$ cat config.mk
export PLATFORM = sky130hd
export DESIGN_NAME = dct_arb
export DESIGN_NICKNAME = d
export VERILOG_FILES = /design/src/rtl/dct_arb.sv
export SDC_FILE = /design/constraint.sdc
export NUM_CORES = 1
export LEC_CHECK = 0
export ABC_AREA = 1
export CORE_AREA = 8 8 206 208
export CTS_CLUSTER_SIZE = 16
export DETAILED_ROUTE_END_ITERATION = 10
export DIE_AREA = 0 0 214 216
export GPL_ROUTABILITY_DRIVEN = 0
export GPL_TIMING_DRIVEN = 0
export PLACE_DENSITY_LB_ADDON = 0.25
export RECOVER_POWER = 100
export SLEW_MARGIN = 20
export SYNTH_ARGS = -nofsm -noshare
export SYNTH_HDL_FRONTEND = slang
export SYNTH_SLANG_ARGS = --single-unit
export TNS_END_PERCENT = 100
$ cat constraint.sdc
create_clock -name clk -period 3.4 [get_ports clk]
set_clock_uncertainty 0.1 [all_clocks]
set_input_delay 0.34 -clock clk [delete_from_list [all_inputs] [get_ports clk]]
set_output_delay 0.34 -clock clk [all_outputs]
set_load 0.05 [all_outputs]
$ cat src/rtl/dct_arb.sv
// dct_arb: shares one 1-D DCT row engine between N pixel-row requesters.
// Ownership is block-granular (sob..eob, at most ROWS rows) with round-robin
// selection between blocks. A {valid, channel} tag pipeline matched to the
// engine latency steers each result row back to the channel it came from.
//
// Ports:
//   clk, rst          clock, synchronous active-high reset
//   req_*             per-requester row stream (valid/ready handshake)
//   dct_*             registered row stream into the engine (no backpressure)
//   dct_res_*         engine result row stream
//   out_valid         one-hot result valid; out_data/out_sob/out_eob/out_sof
//                     are shared by all channels, out_ch names the channel
//   err_proto         sticky protocol error, cleared only by rst
module dct_arb #(
    parameter int unsigned W    = 8,
    parameter int unsigned N    = 3,
    parameter int unsigned PIPE = 8,
    parameter int unsigned ROWS = 8,
    localparam int unsigned CW  = (N > 1) ? $clog2(N) : 1
) (
    input  logic                        clk,
    input  logic                        rst,
    input  logic [N-1:0]                req_valid,
    input  logic [N-1:0][7:0][W-1:0]    req_data,
    input  logic [N-1:0]                req_sob,
    input  logic [N-1:0]                req_eob,
    input  logic [N-1:0]                req_sof,
    output logic [N-1:0]                req_ready,
    output logic                        dct_valid,
    output logic [7:0][W-1:0]           dct_data,
    output logic                        dct_sob,
    output logic                        dct_eob,
    output logic                        dct_sof,
    input  logic                        dct_res_valid,
    input  logic [7:0][15:0]            dct_res_data,
    input  logic                        dct_res_sob,
    input  logic                        dct_res_eob,
    input  logic                        dct_res_sof,
    output logic [N-1:0]                out_valid,
    output logic [7:0][15:0]            out_data,
    output logic                        out_sob,
    output logic                        out_eob,
    output logic                        out_sof,
    output logic [CW-1:0]               out_ch,
    output logic                        err_proto
);

    localparam int unsigned CNTW = $clog2(ROWS + 1);

    typedef enum logic [0:0] {StIdle, StLock} state_e;

    state_e                     state;
    logic [CW-1:0]              ptr;
    logic [CW-1:0]              owner;
    logic [CNTW-1:0]            cnt;
    logic [CW-1:0]              dct_ch;
    logic [PIPE-1:0]            tag_v;
    logic [PIPE-1:0][CW-1:0]    tag_ch;

    logic [CW-1:0]              cand;
    logic                       cand_found;
    logic [CW-1:0]              sel;
    logic                       acc;
    logic                       drop;
    logic [CNTW-1:0]            row_n;
    logic                       last;
    logic                       row_err;
    logic                       tag_err;
    logic [CW-1:0]              next_ptr;

    function automatic logic [CW-1:0] wrap_idx(input logic [CW-1:0] base, input int k);
        int s;
        s = int'(base) + k;
        if (s >= int'(N)) s = s - int'(N);
        return CW'(s);
    endfunction

    // Search downward so the smallest offset from ptr wins.
    always_comb begin
        cand       = '0;
        cand_found = 1'b0;
        for (int k = int'(N) - 1; k >= 0; k--) begin
            if (req_valid[wrap_idx(ptr, k)]) begin
                cand       = wrap_idx(ptr, k);
                cand_found = 1'b1;
            end
        end
    end

    always_comb begin
        req_ready = '0;
        if (!rst) begin
            if (state == StLock) begin
                req_ready[owner] = 1'b1;
            end else if (cand_found) begin
                req_ready[cand] = 1'b1;
            end
        end
    end

    always_comb begin
        sel      = (state == StLock) ? owner : cand;
        acc      = !rst && req_valid[sel] && ((state == StLock) || cand_found);
        drop     = acc && (state == StIdle) && !req_sob[sel];
        row_n    = (state == StIdle) ? CNTW'(1) : cnt + CNTW'(1);
        last     = req_eob[sel] || (row_n == CNTW'(ROWS));
        // Premature eob, missing eob on the final row, or a stray sob mid-block.
        row_err  = acc && !drop &&
                   ((req_eob[sel] && (row_n < CNTW'(ROWS))) ||
                    (!req_eob[sel] && (row_n == CNTW'(ROWS))) ||
                    ((state == StLock) && req_sob[sel]));
        tag_err  = dct_res_valid ^ tag_v[PIPE-1];
        next_ptr = (sel == CW'(N - 1)) ? '0 : sel + CW'(1);
    end

    always_ff @(posedge clk) begin
        if (rst) begin
            state     <= StIdle;
            ptr       <= '0;
            owner     <= '0;
            cnt       <= '0;
            dct_valid <= 1'b0;
            dct_data  <= '0;
            dct_sob   <= 1'b0;
            dct_eob   <= 1'b0;
            dct_sof   <= 1'b0;
            dct_ch    <= '0;
            tag_v     <= '0;
            tag_ch    <= '0;
            out_valid <= '0;
            out_data  <= '0;
            out_sob   <= 1'b0;
            out_eob   <= 1'b0;
            out_sof   <= 1'b0;
            out_ch    <= '0;
            err_proto <= 1'b0;
        end else begin
            // Engine-side row register.
            dct_valid <= 1'b0;
            dct_sob   <= 1'b0;
            dct_eob   <= 1'b0;
            dct_sof   <= 1'b0;
            if (acc && !drop) begin
                dct_valid <= 1'b1;
                dct_data  <= req_data[sel];
                dct_sob   <= (state == StIdle);
                dct_eob   <= last;
                dct_sof   <= req_sof[sel];
                dct_ch    <= sel;
                if (last) begin
                    state <= StIdle;
                    ptr   <= next_ptr;
                    cnt   <= '0;
                end else begin
                    state <= StLock;
                    owner <= sel;
                    cnt   <= row_n;
                end
            end

            // Tag stage PIPE-1 lines up with the engine result of the same row.
            tag_v[0]  <= dct_valid;
            tag_ch[0] <= dct_ch;
            for (int i = 1; i < int'(PIPE); i++) begin
                tag_v[i]  <= tag_v[i-1];
                tag_ch[i] <= tag_ch[i-1];
            end

            out_valid <= '0;
            out_sob   <= 1'b0;
            out_eob   <= 1'b0;
            out_sof   <= 1'b0;
            if (dct_res_valid && tag_v[PIPE-1]) begin
                out_valid[tag_ch[PIPE-1]] <= 1'b1;
                out_ch                    <= tag_ch[PIPE-1];
                out_data                  <= dct_res_data;
                out_sob                   <= dct_res_sob;
                out_eob                   <= dct_res_eob;
                out_sof                   <= dct_res_sof;
            end

            if (drop || row_err || tag_err) begin
                err_proto <= 1'b1;
            end
        end
    end

endmodule

==> qor.yml <==
status: "finished, final reports clean"
crit_top_cell: "nand2_1"
period_minus_slack_ns: 3.17
clock_sinks: 240
ys.flop_type: "dfxtp_1"
fillers: 3971
clock_latency_ns: 0.54
portBuffers: 544
seqCellArea_um2: 4800
start_util_pct: 25.5
p_comb_share_pct: 39.2
nets: 2320
area_delta_synth_final_pct: 70.4
power_mw: 10.3
synth.top_cells.by_area: "dfxtp_1 48%, nor2_1 20%, o21ai_0 11%"
async_flop_share_pct: 0
synth-edff-count: 0
worst-path-buf-inv: 5
powerDensity_nw_per_um2: 604
slowest_stage: "ha_2"
crit_chain: "inv_1 > ha_2 > inv_2 > nand2_1 > nand2_2 > nand2_2 > nand2_1 > nand2_1 > nand2_1 > a21oi_2 > inv_1 > buf_4 > nor3_1 > clkbuf_4"
rows: 73
worst_path_dominant_cell_family: "buffers and inverters"
cts-buffers-inserted: 28
power_switching_mw: 3.98
synth_most_common_cell: "nor2_1"
min_period_over_period_pct: 93.2
wirelength_met1_um: 19100
grt.total_usage_pct: 20.6
ys_ff_latch: 240
relSlewSlack_pct: 40.0
cp-start-kind: "flop"
cts_setup_buffers: 0
pre_cts_slack_ns: -0.189
holdBufCountCts: 0
routed.top_layer: "met5"
maxSlewViolCount: 0
root_buffer: "clkbuf_16"
leakage_nw: 7.53
antenna_found_initial: 8
clkPwrFrac_pct: 30.0
arrival_ns: 2.73
cp.required_ns: 2.96
htree_levels: 1
ir_worst_vdd_mv: 0.310
final_hold_viol_count: 0
seqPwrFrac_pct: 30.8
synth_warnings: 0
p_sw_share_pct: 38.7
critPathMaxFanout: 19
drtAntennaViolNets: 0
critical-path-max-stage-delay_ns: 0.37
synth_area_per_cell_um2: 7.12
grt_pass1_vias: 11700
path_clk_slew_ns: 0.06
die_w_um: 214
fin_ws_ns: 0.232
wl_per_cell_um: 19.9
dpl.hpwl_um: 40900
coreArea_um2: 39200
wl_um: 50200
io_pins: 546
yosysTopAreaCell: "dfxtp_1"
cp-end-kind: "output pin"
die_h_um: 216
synth_common_cells: "538 x nor2_1, 240 x dfxtp_1, 229 x o21ai_0"
setup_viol: 0
synthesis.area_um2: 9990
rsz0062_at_grt: "no"
worstSetupPathType: "flop to output pin"
synthCells: 1404
die_area_um2: 46200
p_int_mw: 6.30
drtIter0Drc: 664
multiInputGateArea_um2: 4480
clock.fmax_mhz: 316
drive_gt1_share_pct: 5.06
clockBufferDepth: 3
worst_slew_pin_slew_ns: 0.899
met2_length_um: 24900
ys_seq_area_share_pct: 48.1
grt_max_degree: 20
vias_per_cell: 4.50
grt-ovfl-total: 0
drcViolationCount: 0
vias: 11400
drv_cap: 0
drtPass1Iterations: 5
dr_wl_met3_um: 4380
hold_class: "primary input to flop"
synth_fp_nets: 1747
yosys.area.top_type_share_pct: 48.1
grt_pass1_wl_um: 73900
cts_tree: "done"
yosys.cell_types.count: 36
==> power groups by stage <==
stage / clock network (mW) / registers [mW] / logic (mW)
5_1_grt: 3.29 / 3.19 / 4.38
4_1_cts: 3.16 / 3.18 / 4.16
6_report: 3.09 / 3.17 / 4.03
3_5_place_dp: 0 / 3.23 / 4.15
2_1_floorplan: 0 / 3.92 / 1.81
3_3_place_gp: 0 / 3.23 / 4.13
==> cell families after synthesis <==
family | after synthesis | synth area share (%)
AOI/OAI and AO/OA | 305 | 16.7
adders and majority gates | 5 | 0.626
buffers and inverters | 152 | 7.01
DFF | 240 | 48.1
muxes | 1 | 0.100
and+or+nand+nor | 701 | 27.5
==> cells in the final DEF, fill, tap and decap left out, types with 2 or more instances in the layout <==
master           synthesis  routed
nand3_2                  2       2
o21ai_0                229     236
buf_6                    6       6
diode_2                  0       5
clkinv_2                 0       3
o21ai_1                 14       7
nand2_4                  2       2
nor2_2                   2       2
clkbuf_8                 0       8
bufinv_16                0       2
clkdlybuf4s50_1          0     336
nand2_2                  5       3
nor2_1                 538     538
clkbuf_16                0      29
nor3_1                   5       5
clkinvlp_4               0       2
a211oi_1                 2       2
dfxtp_1                240     240
clkbuf_1                63      70
nand4_1                  2       2
nor2_4                   2       2
ha_1                     5       4
dlygate4sd3_1            0     205
inv_1                   51      51
inv_2                    2       2
nand3_1                 21      21
clkbuf_2                 4       7
nand2_1                119     121
o31ai_1                 41      41
a21oi_2                  6       6
a21oi_1                 10      10
buf_2                   16      14
buf_8                    3       2
buf_4                    2       3
==> per-stage QoR <==
stage	instances	util (%)	TNS, ns	hold slack (ns)	instance area [um^2]
finish	2526	43.5	0	0.209	17000
global route	2526	43.5	0	0.225	17000
CTS	2521	43.5	0	0.203	17000
detailed placement	2473	41.1	-0.441	0.295	16100
global placement	2473	41.1	-0.396	0.293	16100
floorplan	1404	-	0	0.288	9990
==> routing by layer <==
metal | GRT usage (%) | vias up
li1 | - | 5667
met1 | 21.9 | 5133
met2 | 37.1 | 485
met3 | 7.05 | 78
met4 | 7.82 | 4
met5 | 0 | -
==> flip-flops by register name, indices dropped and copies added (netlist names) <==
signal and cells:
dct_sof 1, out_sob 1, out_data 128, ptr 2, dct_ch 2, out_ch 2
dct_data 64, err_proto 1, dct_sob 1, out_sof 1, dct_eob 1, cnt 4
out_eob 1, out_valid 3, tag_ch 16, tag_v 8, owner 2, state 1
dct_valid 1
==> what timing repair did <==
| item | CTS | global route |
|---|---|---|
| resized for setup | 10 | 8 |
| gates cloned | 0 | 0 |
| endpoints found under the setup margin | 3 | 4 |
| pin swaps | 0 | 0 |
==> worst paths after layout <==
kind              startpoint      endpoint  slack (ns)  cells past startpoint
hold / removal           rst        cnt[3]        0.21                      2
setup / recovery      ptr[0]  req_ready[2]        0.23                     14
hold reg to reg   tag_ch[13]    tag_ch[15]        0.30                      2
setup reg to reg      ptr[0]   dct_data[2]        0.33                     21
==> layout make-up <==
| type | count | share of cell area, % |
|---|---|---|
| Antenna cell | 5 | 0.0735 |
| Inverter | 54 | 1.21 |
| Clock buffer | 42 | 5.02 |
| Buffer | 97 | 2.84 |
| Tap cell | 525 | 3.86 |
| Multi-Input combinational cell | 1012 | 26.3 |
| Clock inverter | 7 | 0.529 |
| Sequential cell | 240 | 28.2 |
| Timing Repair Buffer | 544 | 31.9 |
==> worst register-to-register path, delay by kind of cell, from the launching register on <==
kind / cells / cell delay [ns]
buffers and inverters: 5 / 0.74
AND/OR/NAND/NOR: 14 / 1.36
adder cells (fa/ha/maj): 1 / 0.33
AO/OA/AOI/OAI: 1 / 0.13
flip-flops: 1 / 0.34
Note: power is estimated with default switching activity, not from simulation.
